$ cat src/rtl/pwm_cfg_pkg.sv
// Shared types for the PWM configuration scheduler: channel FSM states,
// the write payload struct and the sanitising rules applied at acceptance.
package pwm_cfg_pkg;

  localparam int DEF_CNT_WIDTH = 8;
  // Payload fields are sized for the widest supported counter; narrower
  // instances zero-extend into them and truncate back out.
  localparam int CFG_W = 16;

  typedef enum logic [1:0] {
    CH_IDLE = 2'd0,
    CH_RUN  = 2'd1,
    CH_PEND = 2'd2
  } chan_state_e;

  typedef struct packed {
    logic [CFG_W-1:0] period;
    logic [CFG_W-1:0] duty;
    logic [CFG_W-1:0] offset;
    logic             en;
  } pwm_cfg_t;

  function automatic pwm_cfg_t cfg_sanitize(input pwm_cfg_t c);
    pwm_cfg_t s;
    s = c;
    if (c.duty > c.period)   s.duty   = c.period;
    if (c.offset > c.period) s.offset = '0;
    if (c.period == '0)      s.en     = 1'b0;
    return s;
  endfunction

  // True only when sanitising actually alters the payload.
  function automatic logic cfg_bad(input pwm_cfg_t c);
    return (c.duty > c.period) || (c.offset > c.period) ||
           ((c.period == '0) && c.en);
  endfunction

endpackage

$ cat src/rtl/pwm_cfg_chan.sv
// One PWM channel's shadow register, active register and IDLE/RUN/PEND FSM.
// Commits from the shadow happen only at a period boundary (own or group).
module pwm_cfg_chan
  import pwm_cfg_pkg::*;
#(
  parameter int CNT_WIDTH = DEF_CNT_WIDTH
) (
  input  logic                 clk,
  input  logic                 reset,
  input  logic                 ld,
  input  logic [CNT_WIDTH-1:0] new_period,
  input  logic [CNT_WIDTH-1:0] new_duty,
  input  logic [CNT_WIDTH-1:0] new_offset,
  input  logic                 new_en,
  input  logic                 grp,
  input  logic                 grp_tick,
  input  logic                 cyc_end,
  output logic [CNT_WIDTH-1:0] period,
  output logic [CNT_WIDTH-1:0] duty,
  output logic [CNT_WIDTH-1:0] offset,
  output logic                 run,
  output logic                 pend
);

  chan_state_e state, state_nxt;

  logic [CNT_WIDTH-1:0] shd_period, shd_duty, shd_offset;
  logic                 shd_en, shd_grp;
  logic                 hold, commit, ld_act, ld_shd;

  always_ff @(posedge clk or posedge reset) begin
    if (reset) state <= CH_IDLE;
    else       state <= state_nxt;
  end

  always_comb begin
    state_nxt = state;
    case (state)
      CH_IDLE: begin
        if (ld_act)      state_nxt = new_en ? CH_RUN : CH_IDLE;
        else if (ld_shd) state_nxt = CH_PEND;
      end
      CH_RUN:  if (ld_shd) state_nxt = CH_PEND;
      CH_PEND: if (commit) state_nxt = shd_en ? CH_RUN : CH_IDLE;
      default: state_nxt = CH_IDLE;
    endcase
  end

  // A stopped channel loads directly unless a group write must wait for
  // channel 0's boundary; a running channel always goes through the shadow.
  always_comb begin
    hold   = grp && !grp_tick;
    commit = (state == CH_PEND) && (shd_grp ? grp_tick : cyc_end);
    ld_act = ld && (state == CH_IDLE) && !hold;
    ld_shd = ld && ((state == CH_RUN) || ((state == CH_IDLE) && hold));
  end

  always_ff @(posedge clk or posedge reset) begin
    if (reset) begin
      shd_period <= '0;
      shd_duty   <= '0;
      shd_offset <= '0;
      shd_en     <= 1'b0;
      shd_grp    <= 1'b0;
    end else if (ld_shd) begin
      shd_period <= new_period;
      shd_duty   <= new_duty;
      shd_offset <= new_offset;
      shd_en     <= new_en;
      shd_grp    <= grp;
    end
  end

  always_ff @(posedge clk or posedge reset) begin
    if (reset) begin
      period <= '0;
      duty   <= '0;
      offset <= '0;
      run    <= 1'b0;
    end else if (ld_act) begin
      period <= new_period;
      duty   <= new_duty;
      offset <= new_offset;
      run    <= new_en;
    end else if (commit) begin
      period <= shd_period;
      duty   <= shd_duty;
      offset <= shd_offset;
      run    <= shd_en;
    end
  end

  assign pend = (state == CH_PEND);

endmodule

$ cat src/rtl/pwm_cfg_ctrl.sv
// PWM configuration scheduler top: write decode, wr_ready mux, err_o register.
// Define PWM_CFG_SYNC_EN to add wr_grp (group commits on channel 0's boundary).
module pwm_cfg_ctrl
  import pwm_cfg_pkg::*;
#(
  parameter int NCH       = 4,
  parameter int CNT_WIDTH = DEF_CNT_WIDTH,
  localparam int CHW      = (NCH > 1) ? $clog2(NCH) : 1
) (
  input  logic                     clk,
  input  logic                     reset,
`ifdef PWM_CFG_SYNC_EN
  input  logic                     wr_grp,
`endif
  input  logic                     wr_valid,
  output logic                     wr_ready,
  input  logic [CHW-1:0]           wr_ch,
  input  logic [CNT_WIDTH-1:0]     wr_period,
  input  logic [CNT_WIDTH-1:0]     wr_duty,
  input  logic [CNT_WIDTH-1:0]     wr_offset,
  input  logic                     wr_en,
  input  logic [NCH-1:0]           cyc_end,
  output logic [NCH*CNT_WIDTH-1:0] period_o,
  output logic [NCH*CNT_WIDTH-1:0] duty_o,
  output logic [NCH*CNT_WIDTH-1:0] offset_o,
  output logic [NCH-1:0]           run_o,
  output logic [NCH-1:0]           pend_o,
  output logic                     err_o
);

  logic           ch_ok, xfer, grp, grp_tick;
  logic [NCH-1:0] ld;
  pwm_cfg_t       wcfg, scfg;
  logic           unused_cfg;

  assign ch_ok    = int'(wr_ch) < NCH;
  // Out-of-range channels stay ready so the host never stalls on them.
  assign wr_ready = !reset && (!ch_ok || !pend_o[wr_ch]);
  assign xfer     = wr_valid && wr_ready;

`ifdef PWM_CFG_SYNC_EN
  assign grp      = wr_grp;
  assign grp_tick = cyc_end[0] || !run_o[0];
`else
  assign grp      = 1'b0;
  assign grp_tick = 1'b0;
`endif

  always_comb begin
    wcfg        = '0;
    wcfg.period = CFG_W'(wr_period);
    wcfg.duty   = CFG_W'(wr_duty);
    wcfg.offset = CFG_W'(wr_offset);
    wcfg.en     = wr_en;
    scfg        = cfg_sanitize(wcfg);
  end

  assign unused_cfg = ^scfg;

  always_ff @(posedge clk or posedge reset) begin
    if (reset) err_o <= 1'b0;
    else       err_o <= xfer && (!ch_ok || cfg_bad(wcfg));
  end

  for (genvar i = 0; i < NCH; i++) begin : g_ch
    assign ld[i] = xfer && ch_ok && (int'(wr_ch) == i);

    pwm_cfg_chan #(.CNT_WIDTH(CNT_WIDTH)) u_chan (
      .clk        (clk),
      .reset      (reset),
      .ld         (ld[i]),
      .new_period (scfg.period[CNT_WIDTH-1:0]),
      .new_duty   (scfg.duty[CNT_WIDTH-1:0]),
      .new_offset (scfg.offset[CNT_WIDTH-1:0]),
      .new_en     (scfg.en),
      .grp        (grp),
      .grp_tick   (grp_tick),
      .cyc_end    (cyc_end[i]),
      .period     (period_o[i*CNT_WIDTH +: CNT_WIDTH]),
      .duty       (duty_o[i*CNT_WIDTH +: CNT_WIDTH]),
      .offset     (offset_o[i*CNT_WIDTH +: CNT_WIDTH]),
      .run        (run_o[i]),
      .pend       (pend_o[i])
    );
  end

endmodule
$ cat config.mk
export PLATFORM = sky130hd
export DESIGN_NAME = pwm_cfg_ctrl
export DESIGN_NICKNAME = d
export VERILOG_FILES = /design/src/rtl/pwm_cfg_pkg.sv /design/src/rtl/pwm_cfg_chan.sv /design/src/rtl/pwm_cfg_ctrl.sv
export SDC_FILE = /design/constraint.sdc
export NUM_CORES = 1
export LEC_CHECK = 0
export ABC_AREA = 1
export BUFFER_PORTS_ARGS = -buffer_cell sky130_fd_sc_hd__buf_2
export CORE_MARGIN = 1.5
export CORE_UTILIZATION = 62
export CTS_CLUSTER_DIAMETER = 120
export CTS_CLUSTER_SIZE = 16
export DETAILED_ROUTE_END_ITERATION = 16
export PLACE_DENSITY = 0.85
export SLEW_MARGIN = 15
export SYNTH_ARGS = -nofsm -noshare
export SYNTH_HDL_FRONTEND = slang
export SYNTH_SLANG_ARGS = --single-unit
$ cat constraint.sdc
create_clock -name clk -period 17.9 [get_ports clk]
set_input_delay 1.79 -clock clk [delete_from_list [all_inputs] [get_ports clk]]
set_output_delay 1.79 -clock clk [all_outputs]
set_load 0.03 [all_outputs]
==> impl_metrics.ini, run 1 <==
[sta]
worst_pin_slew_ns = 1.18
finClkSkew_ns = 0.0246
fin_setup_tns_ns = 0
post-route-period-util_pct = 25.8
max_clock_freq_ghz = 0.216
timing.final.hold_violations = 0
finalWorstSetupSlack_ns = 13.28
max_slew_margin_pct = 21.1
rsz0062_at_grt = false
setup_viol = 0
slew_viol_final = 0
final.min_clock_period_ns = 4.62
hold_ws_ns = 0.472

[logic_synthesis]
synth_top_area_cell = dfrtp_1
yosys-top-cells-area = dfrtp_1 53%, nand2_1 16%, nand3_1 8.1%, o21ai_0 4.4%, inv_1 3.2%
synth_cells = 1171
synth.most_common_cell = nand2_1
netlist-cell-type-count = 34
synth_area_um2 = 9830
synth.avg_cell_area_um2 = 8.40
synth-seq-cells = 209
yosysWarningCount = 0
ys.flop_type = dfrtp_1
netlist.area_leader.share_pct = 53.2
yosysSeqAreaShare_pct = 53.2
synthArstFlopShare_pct = 100
netlist_top_cells_count = 418 x nand2_1, 209 x dfrtp_1, 160 x nand3_1
synth-edff-count = 0
mappedNetlistNets = 1221

[drt]
firstDrtPassIters = 5
ant_nets = 0
first_iter_violations = 979
viasPerCell = 5.76
vias = 8560
routed_wl_um = 26700
drcViolationCount = 0
wl_per_cell_um = 18.0

[global_routing]
grt_pass1_vias = 8079
grtUsageTotal_pct = 33.0
grt_pass1_wl_um = 42000
overflow = 0
antenna_found_initial = 0
grt_max_degree = 81

[clocking]
cts.sinks = 209
cts_repair_resize_count = 0
cts_max_level = 1
cts_setup_buffers = 0
cts_tree = yes
ctsHoldBuffers = 0
clk_root_buffer_cell = clkbuf_16
cts_buffers = 17
path_clk_slew_ns = 0.07
insertion_delay_ns = 0.49
clockBufferDepth = 3

[run_status]
status = complete, no violations

[pwr]
power.ir.vdd_worst_uv = 89.5
leakage_nw = 5.79
cellPowerDensity_nw_per_um2 = 171

[layout]
multiInputGateArea_um2 = 3910
layout.nets = 1323
fillCellCount = 1187
drive_gt1_share_pct = 18.2
syn2layout_area_growth_pct = 11.2
design_area_um2 = 10900
ff_latch_area_um2 = 5230
antenna_cells = 0

[setup_path]
criticalPathCategory = in2out
crit_chain = buf_2 > inv_8 > nand3_4 > nor2_8 > buf_2
reg2reg_depth = 10
critPathMaxFanout = 60
worstPathRequired_ns = 16.11
timing.critical_path.mode_cell = buf_2
rrSetupSlack_ns = 15.17
critical_path.max_stage_delay_ns = 0.30
cp.arrival_ns = 2.83
slowest_stage = inv_8
cp-end-kind = output port
startpoint_type = primary input

[floorplan]
die-area_um2 = 16600
fp.dieW_um = 129
start_util_pct = 64.0
fp.dieH_um = 129
ios = 140
core_area_um2 = 15400
num_rows = 45

[min_path]
hp-class = reg2reg
min_path_cells = 2

[placed_design]
gp_congestion = 0.889
placed_cell_area_um2 = 10500
place_ws_ns = 13.26
place.port_buffers = 139
dp_hpwl_um = 17400

[run]
drv_cap = 0
## worst paths after layout
| kind | from | endpoint |
|---|---|---|
| setup / recovery | reset | wr_ready |
| hold / removal | g_ch[0].u_chan.shd_duty[7] | g_ch[0].u_chan.shd_duty[7] |
| setup reg to reg | g_ch[1].u_chan.state[1] | g_ch[0].u_chan.offset[7] |
| hold reg to reg | g_ch[0].u_chan.shd_duty[7] | g_ch[0].u_chan.shd_duty[7] |
| max in group asynchronous | reset | g_ch[3].u_chan.duty[1] |
| min in group asynchronous | reset | g_ch[2].u_chan.offset[0] |
## power by group
group          total (mW)  leakage (nW)  internal, mW  switching [mW]
Clock               0.338         0.223         0.173           0.165
Combinational       0.708          2.93         0.218           0.489
Sequential          0.823          2.64         0.690           0.133
Total                1.87          5.79          1.08           0.788
## metrics by stage
stage / std cells / total power [mW] / utilization [%]
2_1_floorplan: 1171 / 1.31 / -
3_3_place_gp: 1465 / 1.50 / 68.2
3_5_place_dp: 1465 / 1.53 / 68.2
4_1_cts: 1485 / 1.87 / 71.1
5_1_grt: 1485 / 1.97 / 71.1
6_report: 1485 / 1.87 / 71.1
## metal layers
layer	GRT usage [%]	part of all wire, %	vias up
met5	0	0	-
met4	13.2	3.9	0
met3	4.95	9.3	70
met2	51.7	46	431
met1	46.7	41	4104
li1	-	-	3955
## cells in the final DEF (no fill, tap or decap), types with 7 or more instances in the layout
master	n
o21ai_0	87
nand3_1	160
o21ai_2	24
nand2_2	16
o21ai_1	16
inv_1	83
nor2_1	31
nand2_1	418
inv_2	7
dfrtp_1	209
clkbuf_16	17
buf_2	139
ha_1	16
## layout make-up
class | instances | share of cell area (%)
Timing Repair Buffer | 142 | 6.57
Inverter | 92 | 3.25
Clock inverter | 2 | 0.229
Tap cell | 211 | 2.41
Clock buffer | 18 | 3.93
Sequential cell | 209 | 47.8
Multi-Input combinational cell | 811 | 35.8
## cell families (layout without fill, tap and decap cells)
logic type | count (synthesis) | in the layout | synth area share [%]
and+or+nand+nor | 653 | 653 | 29.4
DFF | 209 | 209 | 53.2
buffers and inverters | 151 | 254 | 7.02
AOI/OAI and AO/OA | 142 | 142 | 8.37
adders and majority gates | 16 | 16 | 2.04
## flip-flops by register name, indices dropped and copies added (netlist names)
signal                  count
g_ch.u_chan.duty           32
g_ch.u_chan.offset         32
g_ch.u_chan.period         32
g_ch.u_chan.shd_duty       32
g_ch.u_chan.shd_offset     32
g_ch.u_chan.shd_period     32
g_ch.u_chan.state           8
g_ch.u_chan.run             4
g_ch.u_chan.shd_en          4
err_o                       1
## critical path, delay by kind of cell
kind / cells / cell delay [ns]
AND/OR/NAND/NOR: 2 / 0.34
buffers and inverters: 3 / 0.66
Note: power is estimated with default switching activity, not from simulation.
==> inputs of run 2 (changes only) <==
--- a/config.mk
+++ b/config.mk
@@ -8,11 +8,11 @@
 export ABC_AREA = 1
 export BUFFER_PORTS_ARGS = -buffer_cell sky130_fd_sc_hd__buf_2
 export CORE_MARGIN = 1.5
-export CORE_UTILIZATION = 62
+export CORE_UTILIZATION = 58
 export CTS_CLUSTER_DIAMETER = 120
 export CTS_CLUSTER_SIZE = 16
 export DETAILED_ROUTE_END_ITERATION = 16
-export PLACE_DENSITY = 0.85
+export PLACE_DENSITY = 0.81
 export SLEW_MARGIN = 15
 export SYNTH_ARGS = -nofsm -noshare
 export SYNTH_HDL_FRONTEND = slang
==> constraint.sdc (replaced) <==
create_clock -name clk -period 4.35 [get_ports clk]
set_input_delay 0.435 -clock clk [delete_from_list [all_inputs] [get_ports clk]]
set_output_delay 0.435 -clock clk [all_outputs]
set_load 0.03 [all_outputs]
==> impl_metrics.ini, run 2 (same netlist as run 1, synthesis figures left out) <==
[global_routing]
antenna_found_initial = 0
grt_busiest_layer = met2
grtUsageMet3_pct = 5.59
overflow = 0
grt_use_met1_pct = 46.9
grt_use_met2_pct = 49.0
grt_max_degree = 171
grt_pass1_wl_um = 44400
grt_pass1_vias = 8127
grtUsageTotal_pct = 32.1

[setup_path]
critical_path.max_stage_delay_ns = 0.61
slowest_stage = nand4_4
worstPathRequired_ns = 4.72
cp.arrival_ns = 2.90
criticalPathCategory = in2reg
critPathMaxFanout = 42
crit_chain = dlygate4sd3_1 > buf_2 > clkinvlp_4 > nand3_4 > nor2_8 > nand4_4 > inv_2 > nand2_1 > nand2_1 > inv_1
r2r_start = g_ch[1].u_chan.state[1]
timing.critical_path.mode_cell = nand2_1
startpoint = reset
startpoint_type = primary input
cp-end-kind = register

[sta]
max_clock_freq_ghz = 0.396
rsz0062_at_grt = false
fin_setup_tns_ns = 0
hold_ws_ns = 0.162
max_slew_margin_pct = 35.8
slew_viol_final = 0
timing.final.hold_violations = 0
post-route-period-util_pct = 58.1
setup_viol = 0
finClkSkew_ns = 0.0210
worst_pin_slew_ns = 0.963
final.min_clock_period_ns = 2.53

[layout]
final_cell_mix = 417 x nand2_1, 209 x dfrtp_1, 139 x buf_2, 136 x nand3_1, 81 x inv_1
layout_commonest_cell = nand2_1
antenna_cells = 0
fillCellCount = 1340
layout.nets = 1328
drive_gt1_share_pct = 20.6
syn2layout_area_growth_pct = 13.4

[clocking]
cts_repair_resize_count = 0
clk_root_buffer_cell = clkbuf_16
cts.sinks = 209
cts_max_level = 1
cts_buffers = 17
cts_setup_buffers = 0
insertion_delay_ns = 0.49
path_clk_slew_ns = 0.07
clockBufferDepth = 3
cts_tree = yes

[drt]
wl_per_cell_um = 18.6
firstDrtPassIters = 6
viasPerCell = 5.76
drcViolationCount = 0
ant_nets = 0
first_iter_violations = 980
vias = 8639
routed_wl_um = 27900

[placed_design]
gp_congestion = 0.950
place.port_buffers = 139
dp_hpwl_um = 18700

[floorplan]
core_area_um2 = 16600
fp.dieH_um = 133
start_util_pct = 59.3
ios = 140
fp.dieW_um = 133
num_rows = 47
die-area_um2 = 17700

[min_path]
hold_start = cyc_end[2]
hp-class = in2reg

[pwr]
cellPowerDensity_nw_per_um2 = 700
power_mw = 7.80
power.ir.vdd_worst_uv = 382
leakage_nw = 5.88

[run]
drv_cap = 0

[run_status]
status = complete, no violations
[run 2: per-stage QoR]
stage	std cells	util [%]	worst slack (ns)	instance area [um^2]
CTS	1499	67.2	1.84	11200
global route	1499	67.2	1.68	11200
detailed placement	1478	64.4	1.48	10700
finish	1499	67.2	1.82	11200
global placement	1478	64.4	1.56	10700
floorplan	1171	-	-0.233	10100
[run 2: layer usage]
metal	up-vias	share of wire (%)	wire length [um]
met5	-	0	0
met4	0	3.5	984
met3	78	9.0	2510
met2	439	45	12700
met1	4153	42	11700
li1	3969	-	-
[run 2: critical path: cells and delay by family]
family                 cells  cell delay (ns)
AND/OR/NAND/NOR            5             1.12
buffers and inverters      5             1.32
[run 2: worst paths after layout]
check / endpoint / slack (ns) / cells after the start
worst min register to register: g_ch[0].u_chan.shd_duty[3] / 0.48 / 2
worst max-delay path: g_ch[0].u_chan.offset[7] / 1.82 / 10
max in group asynchronous: g_ch[1].u_chan.shd_duty[2] / 2.22 / 5
worst max register to register: g_ch[0].u_chan.offset[7] / 1.96 / 10
worst min-delay path: g_ch[2].u_chan.state[1] / 0.16 / 2
min in group asynchronous: g_ch[0].u_chan.state[0] / 0.43 / 3
[run 2: timing repair]
item,CTS,global route
endpoints found under the setup margin,0,0
hold endpoints to repair,2,0
hold buffers,1,0
[run 2: layout make-up]
| cell class | instances | area, um^2 | area share, % |
|---|---|---|---|
| Timing Repair Buffer | 147 | 771 | 6.91 |
| Clock inverter | 2 | 25.0 | 0.224 |
| Tap cell | 220 | 275 | 2.47 |
| Inverter | 92 | 354 | 3.18 |
| Multi-Input combinational cell | 811 | 4070 | 36.5 |
| Sequential cell | 209 | 5230 | 46.9 |
| Clock buffer | 18 | 429 | 3.85 |
[run 2: power by group]
group	switching, mW	internal, mW	total, mW
Sequential	0.556	2.84	3.39
Clock	0.701	0.713	1.41
Combinational	2.05	0.944	2.99
